==> src/rtl/fetch_pkg.sv <==
// ----------------------------------------------------------------------------
// fetch_pkg
// Shared definitions for the instruction fetch stage.
//   PC_STEP          byte distance between consecutive sequential fetches
//   DEF_XLEN/ILEN    widths of the default 32-bit configuration
//   fetch_entry_t    {pc, instr} pair as held in the prefetch buffer
//                    (default-width form; fetch_unit builds a local
//                    equivalent sized by its own parameters)
//   is_word_aligned  true when the two low address bits are zero
// No ports (package).
// ----------------------------------------------------------------------------
package fetch_pkg;

    localparam int unsigned PC_STEP  = 4;
    localparam int unsigned DEF_XLEN = 32;
    localparam int unsigned DEF_ILEN = 32;

    typedef struct packed {
        logic [DEF_XLEN-1:0] pc;
        logic [DEF_ILEN-1:0] instr;
    } fetch_entry_t;

    function automatic logic is_word_aligned(input logic [1:0] low_bits);
        return (low_bits == 2'b00);
    endfunction

endpackage

==> src/rtl/fetch_unit_if.sv <==
// ----------------------------------------------------------------------------
// fetch_unit_if
// Bundles the instruction-memory port, the redirect input and the decode
// handshake of the fetch stage.
//   imem_req/imem_addr    request to a synchronous memory (1-cycle latency)
//   imem_rdata            word for the request issued in the previous cycle
//   redirect_valid/_pc    single-cycle change of the fetch PC
//   instr_valid/ready     decode handshake, instr/instr_pc carry the head
// Modports:
//   master  - the fetch unit
//   slave   - memory, branch resolution and decode as seen from outside
// ----------------------------------------------------------------------------
interface fetch_unit_if #(
    parameter int XLEN = 32,
    parameter int ILEN = 32
);

    logic            imem_req;
    logic [XLEN-1:0] imem_addr;
    logic [ILEN-1:0] imem_rdata;
    logic            redirect_valid;
    logic [XLEN-1:0] redirect_pc;
    logic            instr_valid;
    logic            instr_ready;
    logic [ILEN-1:0] instr;
    logic [XLEN-1:0] instr_pc;

    modport master (
        output imem_req, imem_addr, instr_valid, instr, instr_pc,
        input  imem_rdata, redirect_valid, redirect_pc, instr_ready
    );

    modport slave (
        input  imem_req, imem_addr, instr_valid, instr, instr_pc,
        output imem_rdata, redirect_valid, redirect_pc, instr_ready
    );

endinterface

==> src/rtl/fetch_fifo.sv <==
// ----------------------------------------------------------------------------
// fetch_fifo
// Synchronous prefetch FIFO with flush. The head entry comes straight from
// the storage registers, so head_valid/head_data never depend on pop.
// Ports:
//   clk, reset        clock, synchronous active-high reset
//   flush             empties the FIFO (wins over push/pop)
//   push, push_data   write one entry at the tail
//   pop               remove the head entry (ignored when empty)
//   head_valid        FIFO not empty
//   head_data         head entry, all zeros when empty
//   count             number of stored entries
// ----------------------------------------------------------------------------
module fetch_fifo #(
    parameter  int DEPTH = 4,
    parameter  int WIDTH = 64,
    localparam int AW    = $clog2(DEPTH),
    localparam int CW    = AW + 1
) (
    input  logic             clk,
    input  logic             reset,
    input  logic             flush,
    input  logic             push,
    input  logic [WIDTH-1:0] push_data,
    input  logic             pop,
    output logic             head_valid,
    output logic [WIDTH-1:0] head_data,
    output logic [CW-1:0]    count
);

    logic [WIDTH-1:0] storage [DEPTH];
    logic [AW-1:0]    wr_ptr;
    logic [AW-1:0]    rd_ptr;
    logic             do_pop;

    assign head_valid = (count != '0);
    assign head_data  = head_valid ? storage[rd_ptr] : '0;
    assign do_pop     = pop & head_valid;

    // Pointers wrap naturally because DEPTH is a power of two.
    always_ff @(posedge clk) begin
        if (reset || flush) begin
            wr_ptr <= '0;
            rd_ptr <= '0;
            count  <= '0;
        end else begin
            if (push) begin
                wr_ptr <= wr_ptr + 1'b1;
            end
            if (do_pop) begin
                rd_ptr <= rd_ptr + 1'b1;
            end
            case ({push, do_pop})
                2'b10:   count <= count + 1'b1;
                2'b01:   count <= count - 1'b1;
                default: count <= count;
            endcase
        end
    end

    // Data storage needs no reset; validity is tracked by count.
    always_ff @(posedge clk) begin
        if (push) begin
            storage[wr_ptr] <= push_data;
        end
    end

endmodule

==> src/rtl/fetch_unit.sv <==
// ----------------------------------------------------------------------------
// fetch_unit
// Instruction fetch stage: owns the fetch PC, issues requests to a
// one-cycle-latency instruction memory, buffers returned words with their PC
// in a prefetch FIFO and presents them to decode over valid/ready. A redirect
// flushes everything in flight and restarts fetch at the new PC.
// Parameters: XLEN (PC width), ILEN (instruction width),
//             FIFO_DEPTH (power of two, >= 2), RESET_ADDR (word aligned).
// Ports:
//   clk, reset         clock, synchronous active-high reset
//   bus (master)       memory port, redirect input, decode handshake
//   fetch_misaligned   (FETCH_MISALIGN_CHECK_EN only) one-cycle pulse after
//                      a redirect to a non-word-aligned target
// Build option: FETCH_MISALIGN_CHECK_EN - misaligned redirect targets are
// rejected (fetch continues from the old PC) instead of being truncated.
// ----------------------------------------------------------------------------
module fetch_unit
    import fetch_pkg::*;
#(
    parameter int              XLEN       = 32,
    parameter int              ILEN       = 32,
    parameter int              FIFO_DEPTH = 4,
    parameter logic [XLEN-1:0] RESET_ADDR = '0
) (
    input  logic       clk,
    input  logic       reset,
    fetch_unit_if.master bus
`ifdef FETCH_MISALIGN_CHECK_EN
    ,
    output logic       fetch_misaligned
`endif
);

    localparam int CW = $clog2(FIFO_DEPTH) + 1;

    typedef struct packed {
        logic [XLEN-1:0] pc;
        logic [ILEN-1:0] instr;
    } entry_t;

    logic [XLEN-1:0] fetch_pc;
    logic [XLEN-1:0] inflight_pc;
    logic            inflight;
    logic            pop;
    logic            push;
    logic            issue;
    logic [CW:0]     occupancy;
    logic            redirect_ok;
    logic [XLEN-1:0] redirect_target;
    entry_t          push_entry;
    entry_t          head_entry;
    logic            head_valid;
    logic [CW-1:0]   count;

    // Credit check: a request may only go out if its data is guaranteed a
    // FIFO slot, counting stored entries plus the outstanding request, minus
    // the entry decode is taking this cycle. This lets a pop free a credit
    // for a request in the same cycle.
    always_comb begin
        pop       = head_valid & bus.instr_ready;
        push      = inflight & ~bus.redirect_valid & ~reset;
        occupancy = (CW+1)'(count) + (CW+1)'(inflight) - (CW+1)'(pop);
        issue     = ~reset & ~bus.redirect_valid
                  & (occupancy < (CW+1)'(FIFO_DEPTH));
    end

    // Redirect target selection: with the check enabled a misaligned target
    // is refused; otherwise the low bits are simply dropped.
`ifdef FETCH_MISALIGN_CHECK_EN
    assign redirect_ok     = is_word_aligned(bus.redirect_pc[1:0]);
    assign redirect_target = bus.redirect_pc;
`else
    assign redirect_ok     = 1'b1;
    assign redirect_target = {bus.redirect_pc[XLEN-1:2], 2'b00};
`endif

    // PC and in-flight tracking. Redirect outranks issue; a redirect never
    // coincides with an issue because issue is blocked during it.
    always_ff @(posedge clk) begin
        if (reset) begin
            fetch_pc    <= RESET_ADDR;
            inflight    <= 1'b0;
            inflight_pc <= '0;
        end else if (bus.redirect_valid) begin
            if (redirect_ok) begin
                fetch_pc <= redirect_target;
            end
            inflight <= 1'b0;
        end else begin
            inflight <= issue;
            if (issue) begin
                inflight_pc <= fetch_pc;
                fetch_pc    <= fetch_pc + XLEN'(PC_STEP);
            end
        end
    end

`ifdef FETCH_MISALIGN_CHECK_EN
    // Flag the refused redirect for exactly one cycle.
    always_ff @(posedge clk) begin
        if (reset) begin
            fetch_misaligned <= 1'b0;
        end else begin
            fetch_misaligned <= bus.redirect_valid & ~redirect_ok;
        end
    end
`endif

    assign push_entry = '{pc: inflight_pc, instr: bus.imem_rdata};

    fetch_fifo #(
        .DEPTH (FIFO_DEPTH),
        .WIDTH ($bits(entry_t))
    ) u_fifo (
        .clk        (clk),
        .reset      (reset),
        .flush      (bus.redirect_valid),
        .push       (push),
        .push_data  (push_entry),
        .pop        (pop),
        .head_valid (head_valid),
        .head_data  (head_entry),
        .count      (count)
    );

    assign bus.imem_req    = issue;
    assign bus.imem_addr   = fetch_pc;
    assign bus.instr_valid = head_valid;
    assign bus.instr       = head_entry.instr;
    assign bus.instr_pc    = head_entry.pc;

endmodule

==> src/flat_wrapper.sv <==
// flat-port wrapper written by rule: the top's interface ports become plain ports
module fetch_unit_flat import fetch_pkg::*;
#(
    parameter int              XLEN       = 32,
    parameter int              ILEN       = 32,
    parameter int              FIFO_DEPTH = 4,
    parameter logic [XLEN-1:0] RESET_ADDR = '0
)
  (clk, reset, bus_imem_req, bus_imem_addr, bus_instr_valid, bus_instr, bus_instr_pc, bus_imem_rdata, bus_redirect_valid, bus_redirect_pc, bus_instr_ready);
  fetch_unit_if #(.XLEN(XLEN), .ILEN(ILEN)) bus_i ();
  input  logic clk;
  input  logic reset;
  output wire logic [$bits(bus_i.imem_req)-1:0] bus_imem_req;
  output wire logic [$bits(bus_i.imem_addr)-1:0] bus_imem_addr;
  output wire logic [$bits(bus_i.instr_valid)-1:0] bus_instr_valid;
  output wire logic [$bits(bus_i.instr)-1:0] bus_instr;
  output wire logic [$bits(bus_i.instr_pc)-1:0] bus_instr_pc;
  input wire logic [$bits(bus_i.imem_rdata)-1:0] bus_imem_rdata;
  input wire logic [$bits(bus_i.redirect_valid)-1:0] bus_redirect_valid;
  input wire logic [$bits(bus_i.redirect_pc)-1:0] bus_redirect_pc;
  input wire logic [$bits(bus_i.instr_ready)-1:0] bus_instr_ready;
  assign bus_imem_req = bus_i.imem_req;
  assign bus_imem_addr = bus_i.imem_addr;
  assign bus_instr_valid = bus_i.instr_valid;
  assign bus_instr = bus_i.instr;
  assign bus_instr_pc = bus_i.instr_pc;
  assign bus_i.imem_rdata = bus_imem_rdata;
  assign bus_i.redirect_valid = bus_redirect_valid;
  assign bus_i.redirect_pc = bus_redirect_pc;
  assign bus_i.instr_ready = bus_instr_ready;
  fetch_unit #(.XLEN(XLEN), .ILEN(ILEN), .FIFO_DEPTH(FIFO_DEPTH), .RESET_ADDR(RESET_ADDR)) u_core (.clk(clk), .reset(reset), .bus(bus_i));
endmodule
==> config.mk <==
export PLATFORM = sky130hd
export DESIGN_NAME = fetch_unit_flat
export DESIGN_NICKNAME = d
export VERILOG_FILES = /design/src/rtl/fetch_pkg.sv /design/src/rtl/fetch_unit_if.sv /design/src/rtl/fetch_fifo.sv /design/src/rtl/fetch_unit.sv /design/src/flat_wrapper.sv
export SDC_FILE = /design/constraint.sdc
export NUM_CORES = 1
export LEC_CHECK = 0
export CAP_MARGIN = 20
export CORE_UTILIZATION = 55
export DETAILED_ROUTE_END_ITERATION = 8
export HOLD_SLACK_MARGIN = 0.03
export PLACE_DENSITY = 0.78
export SETUP_SLACK_MARGIN = 0.15
export SYNTH_ARGS = -nofsm -noshare
export SYNTH_HDL_FRONTEND = slang
export SYNTH_HIERARCHICAL = 1
export SYNTH_SLANG_ARGS = --single-unit
export TNS_END_PERCENT = 100
==> constraint.sdc <==
create_clock -name clk -period 4.42 [get_ports clk]
set_input_delay 0.663 -clock clk [delete_from_list [all_inputs] [get_ports clk]]
set_output_delay 0.663 -clock clk [all_outputs]
set_load 0.01 [all_outputs]
---- After elaboration in Yosys (flattened, before gate mapping) ----
Memories as Yosys holds them, arrays and structs flattened. A register that Yosys moved wholly into a read port is not among the register bits.
Cells that the tools add are included.
storage, ports and cells
  flip-flop bits (word level) ............. 72
  memory bits (writable) .................. 256
  output and inout bits ................... 98
  memories ................................ 1
memory list
  memory                 words  width  rd ports  clocked after memory_dff  write ports  line              RTL
  u_core.u_fifo.storage  4      64     1         1                         1            fetch_fifo.sv:31  logic [WIDTH-1:0] storage [DEPTH];
cells by class
  add/sub/neg operators ................... 7
  order comparisons ....................... 1
  equal/unequal tests ..................... 2
  muxes and demuxes ....................... 8
  bitwise operators ....................... 8
  reductions and logical operators ........ 6
operators with widths
  operator                                                                       count
  32-bit 2-to-1 mux                                                              2
  64-bit 2-to-1 mux                                                              1
  32-bit by 3-bit adder with 32-bit output (second input constant)               1
  1-bit bitwise AND                                                              6
  3-bit case mux with 2 select lines                                             1
  2-bit by 1-bit adder with 2-bit output (second input constant)                 2
  3-bit by 1-bit adder with 4-bit output                                         1
  4-bit by 3-bit less-than comparator with 1-bit output (second input constant)  1
  2-bit 2-to-1 mux                                                               2
  2-bit nonzero test                                                             2
  4-bit by 1-bit subtractor with 4-bit output                                    1
  3-bit by 1-bit adder with 3-bit output (second input constant)                 1
  3-bit nonzero test                                                             1
  3-bit by 1-bit subtractor with 3-bit output (second input constant)            1
  2-bit by 1-bit equality test with 1-bit output (second input constant)         1
  2-bit equality test (second input constant)                                    1
  1-bit 2-to-1 mux                                                               2
  1-bit inverter                                                                 2
  2-bit AND reduction                                                            1
  2-bit OR reduction                                                             1
  1-bit logical OR                                                               1

---- Depth between registers and ports, before layout ----
  depth after elaboration ................. 7
  mapped depth ............................ 12
  depth with buffers taken out ............ 10

---- Hierarchy ----
The synthesis kept the hierarchy.
modules (own cells, without submodules)
  module      times used  cells each  area each (um^2)
  fetch_fifo  1           454         10188.5
  fetch_unit  1           337         2996.6

---- Least setup slack after synthesis ----
No wires, ideal clock.
  path kind ............................... flip-flop to output port
  start ................................... register u_core.u_fifo.count[2]
  end ..................................... output bus_imem_req
  data arrival time ....................... 2731 ps
  data required time ...................... 3757 ps
  setup slack ............................. 1026 ps
  cell stages (with the launch flop) ...... 12
  path buffers ............................ 2
  path through ............................ dfxtp_1 or3_1 clkbuf_1 and2_1 ha_1 inv_1 ha_1 and3b_1 nor4_4 o21ai_1 buf_2 inv_1
on the way
  cells in the longest elaborated chain, start to end .. 5
RTL lines
  what                                                   line                RTL
  start, declared                                        fetch_fifo.sv:28    output logic [CW-1:0] count
  start signal, assigned                                 fetch_fifo.sv:54    2'b10: count <= count + 1'b1;
  start signal, assigned                                 fetch_fifo.sv:55    2'b01: count <= count - 1'b1;
  start signal, assigned                                 fetch_fifo.sv:56    default: count <= count;
  3-bit nonzero test                                     fetch_fifo.sv:36    assign head_valid = (count != '0);
  named net bus_instr_valid                              flat_wrapper.sv:15  output wire logic [$bits(bus_i.instr_valid)-1:0] bus_instr_valid;
  1-bit bitwise AND                                      fetch_unit.sv:60    pop = head_valid & bus.instr_ready;
  named net u_core.pop                                   fetch_unit.sv:44    logic pop;
  4-bit by 1-bit subtractor with 4-bit output            fetch_unit.sv:62    occupancy = (CW+1)'(count) + (CW+1)'(inflight) - (CW+1)'(pop);
  4-bit by 3-bit less-than comparator with 1-bit output  fetch_unit.sv:64    & (occupancy < (CW+1)'(FIFO_DEPTH));
  1-bit bitwise AND                                      fetch_unit.sv:64
  end, declared                                          flat_wrapper.sv:13  output wire logic [$bits(bus_i.imem_req)-1:0] bus_imem_req;
The timed path passes the listed nets, and every way through them passes these cells.

---- Worst setup path in the final report ----
  start ................................... register u_core.u_fifo.count[2]
  end ..................................... output bus_imem_req
on the way
  cells in the longest elaborated chain, start to end .. 5
RTL lines
  what                                                   line
  3-bit nonzero test                                     fetch_fifo.sv:36
  1-bit bitwise AND                                      fetch_unit.sv:60
  named net u_core.pop                                   fetch_unit.sv:44
  4-bit by 1-bit subtractor with 4-bit output            fetch_unit.sv:62
  4-bit by 3-bit less-than comparator with 1-bit output  fetch_unit.sv:64
  1-bit bitwise AND                                      fetch_unit.sv:64
The timed path passes the listed nets, and every way through them passes these cells.

==> impl_metrics.tcl <==
set metrics [dict create \
    dp_hpwl_mm 15.9 \
    end_kind "output port" \
    grt_usage 0.221 \
    syn_area_um2 13200 \
    portBuffers 161 \
    io_pins 166 \
    finalHoldViolCount 0 \
    syn_avg_cell_area_um2 16.7 \
    num_rows 56 \
    post-route-period-util 0.883 \
    root_buffer "clkbuf_16" \
    ant_nets 0 \
    clkTransAtPathRegs_ns 0.06 \
    rsz0062_at_grt "no" \
    drt_first_pass_iters 5 \
    path_max_fanout 8 \
    crit_arrival_ns 3.24 \
    fp.dieW_um 157 \
    drive_above_1_share 0.149 \
    worstMarginPinSlew_ns 0.975 \
    synth_area_leaders "edfxtp_1, dfxtp_1, mux4_2, and2_1, mux2i_1" \
    synth-seq-cells 326 \
    diodes 0 \
    layout_commonest_cell "edfxtp_1" \
    postCtsSetupBuffers 0 \
    insertion_delay_ns 0.50 \
    grt_pass1_wl_mm 41.1 \
    globalplace.congestion 0.885 \
    drc_errors 0 \
    cts.sinks 326 \
    maxSlewHeadroom 0.350 \
    p_leak_nw 5.65 \
    vias 7385 \
    multi_input_comb_area_um2 3780 \
    layout_common_cells "edfxtp_1, clkdlybuf4s50_1, and2_1" \
    clockBufferDepth 3 \
    power.density_nw_per_um2 400 \
    fin_skew_ns 0.0120 \
    finalSetupViolCount 0 \
    ir_drop_uv 239 \
    synth_edf_count 256 \
    seqCellArea_um2 9100 \
    worstSetupPathType "reg -> out" \
    ys.flop_type "edfxtp_1" \
    die_y_um 157 \
    cts_resized 0 \
    htree_levels 2 \
    numCtsBuffers 34 \
    fmax_mhz 256 \
    cap_violations 0 \
    cts_tree "yes" \
    drv_slew 0 \
    dpl_cell_area_um2 15200 \
    dieArea_um2 24600 \
    vias_per_cell 5.61 \
    synth_top_area_frac 0.583 \
    critPathLaunchType "flip-flop" \
    drt_iter0_markers 451 \
    grt_pass1_vias 7445 \
    gr-total-overflow 0 \
    grt_max_degree 66 \
    hold_ws_ns 0.507 \
    outcome "finished clean" \
    avgRoutedWirePerCell_um 19.9 \
    core_area_um2 23500 \
    finalNetCount 1049 \
    cp.required_ns 3.76 \
    min_path_type "reg -> reg" \
    syn_inst 791 \
    ys_types 53 \
    async_reset_ff_frac 0 \
    ys_seq_area_frac 0.689 \
    fin_area_um2 16300 \
    yosys.area.top_type "edfxtp_1" \
    hold_buffers 0 \
    nFillCells 1553 \
    wl_mm 26.2 \
    period_needed_ns 3.90 \
    synth_warnings 6 \
    area_growth_pct 23.9 \
    initial_core_util 0.562 \
    antenna_found_initial 0 \
    tns_ns 0 \
]
worst max-delay path: stages (launching register included):
cell,delay (ns)
dfxtp_1,0.38
or3_2,0.50
and2_1,0.20
ha_1,0.20
inv_1,0.05
ha_1,0.23
and3b_1,0.23
nor4_4,0.24
o21ai_4,0.11
inv_1,0.08
clkdlybuf4s50_1,0.52
synth_stat cells (all sizes together) (5+ instances only):
master	instances
edfxtp	256
and2	74
dfxtp	70
nor2	68
mux4	64
mux2i	32
clkbuf	24
inv	23
xor2	20
buf	18
a211oi	17
nand2	12
o211ai	11
ha	9
nand3	9
o2111ai	9
xnor2	8
o21ai	7
a21oi	6
a31oi	5
nor4	5
sequential cells by signal, summed over array words and instances, names as in the netlist, named ones only:
signal                 flops
u_core/u_fifo/wr_ptr       2
u_core/inflight_pc        30
u_core/u_fifo/count        3
u_core/u_fifo/storage    256
u_core/bus.imem_addr      30
u_core/inflight            1
u_core/u_fifo/rd_ptr       2
final timing paths:
check                                 startpoint  depth (start not counted)  slack (ns)                                      to
max          u_core/u_fifo/count[2]$_SDFFE_PP0P_                         10        0.52                            bus_imem_req
min reg2reg  u_core/inflight_pc[12]$_SDFFE_PP0P_                          0        0.51  u_core/u_fifo/storage[2][44]$_DFFE_PP_
max reg2reg  u_core/u_fifo/count[2]$_SDFFE_PP0P_                         11        1.14    u_core/bus.imem_addr[7]$_SDFFE_PP0P_
min          u_core/inflight_pc[12]$_SDFFE_PP0P_                          0        0.51  u_core/u_fifo/storage[2][44]$_DFFE_PP_
report_power, final:
group | switching, mW | internal, mW
Sequential | 0.0514 | 3.33
Clock | 1.11 | 1.79
Combinational | 0.118 | 0.139
Total | 1.28 | 5.26
layer usage:
metal | global-route usage | up-vias | share of wire
met3 | 0.0421 | 29 | 0.060
met4 | 0.0495 | 0 | 0.015
met1 | 0.318 | 3699 | 0.45
li1 | - | 3405 | -
met5 | 0 | - | 0
met2 | 0.351 | 252 | 0.48
per-stage QoR:
| step | instances | total power, mW | setup WS (ns) | util |
|---|---|---|---|---|
| global placement | 1254 | 3.70 | 0.773 | 0.647 |
| finish | 1316 | 6.54 | 0.519 | 0.696 |
| floorplan | 800 | 3.54 | 1.03 | - |
| global route | 1316 | 6.74 | 0.376 | 0.696 |
| CTS | 1316 | 6.60 | 0.505 | 0.696 |
| detailed placement | 1254 | 3.70 | 0.777 | 0.647 |
cell type report:
type | count | share of cell area
Clock buffer | 44 | 0.0595
Timing Repair Buffer | 177 | 0.111
Sequential cell | 326 | 0.557
Multi-Input combinational cell | 409 | 0.232
Clock inverter | 18 | 0.0116
Inverter | 23 | 0.00528
Tap cell | 319 | 0.0244
cells by family after synthesis:
logic type                 after synthesis  share of synthesized area
other                                    1                   0.000284
muxes                                   98                      0.136
AOI/OAI and AO/OA                       70                     0.0388
adders and majority gates               10                     0.0101
DFF                                    326                      0.689
and+or+nand+nor                        193                     0.0785
buffers and inverters                   65                     0.0280
xor gates and xnor gates                28                     0.0186
(Power assumes the default switching activity.)
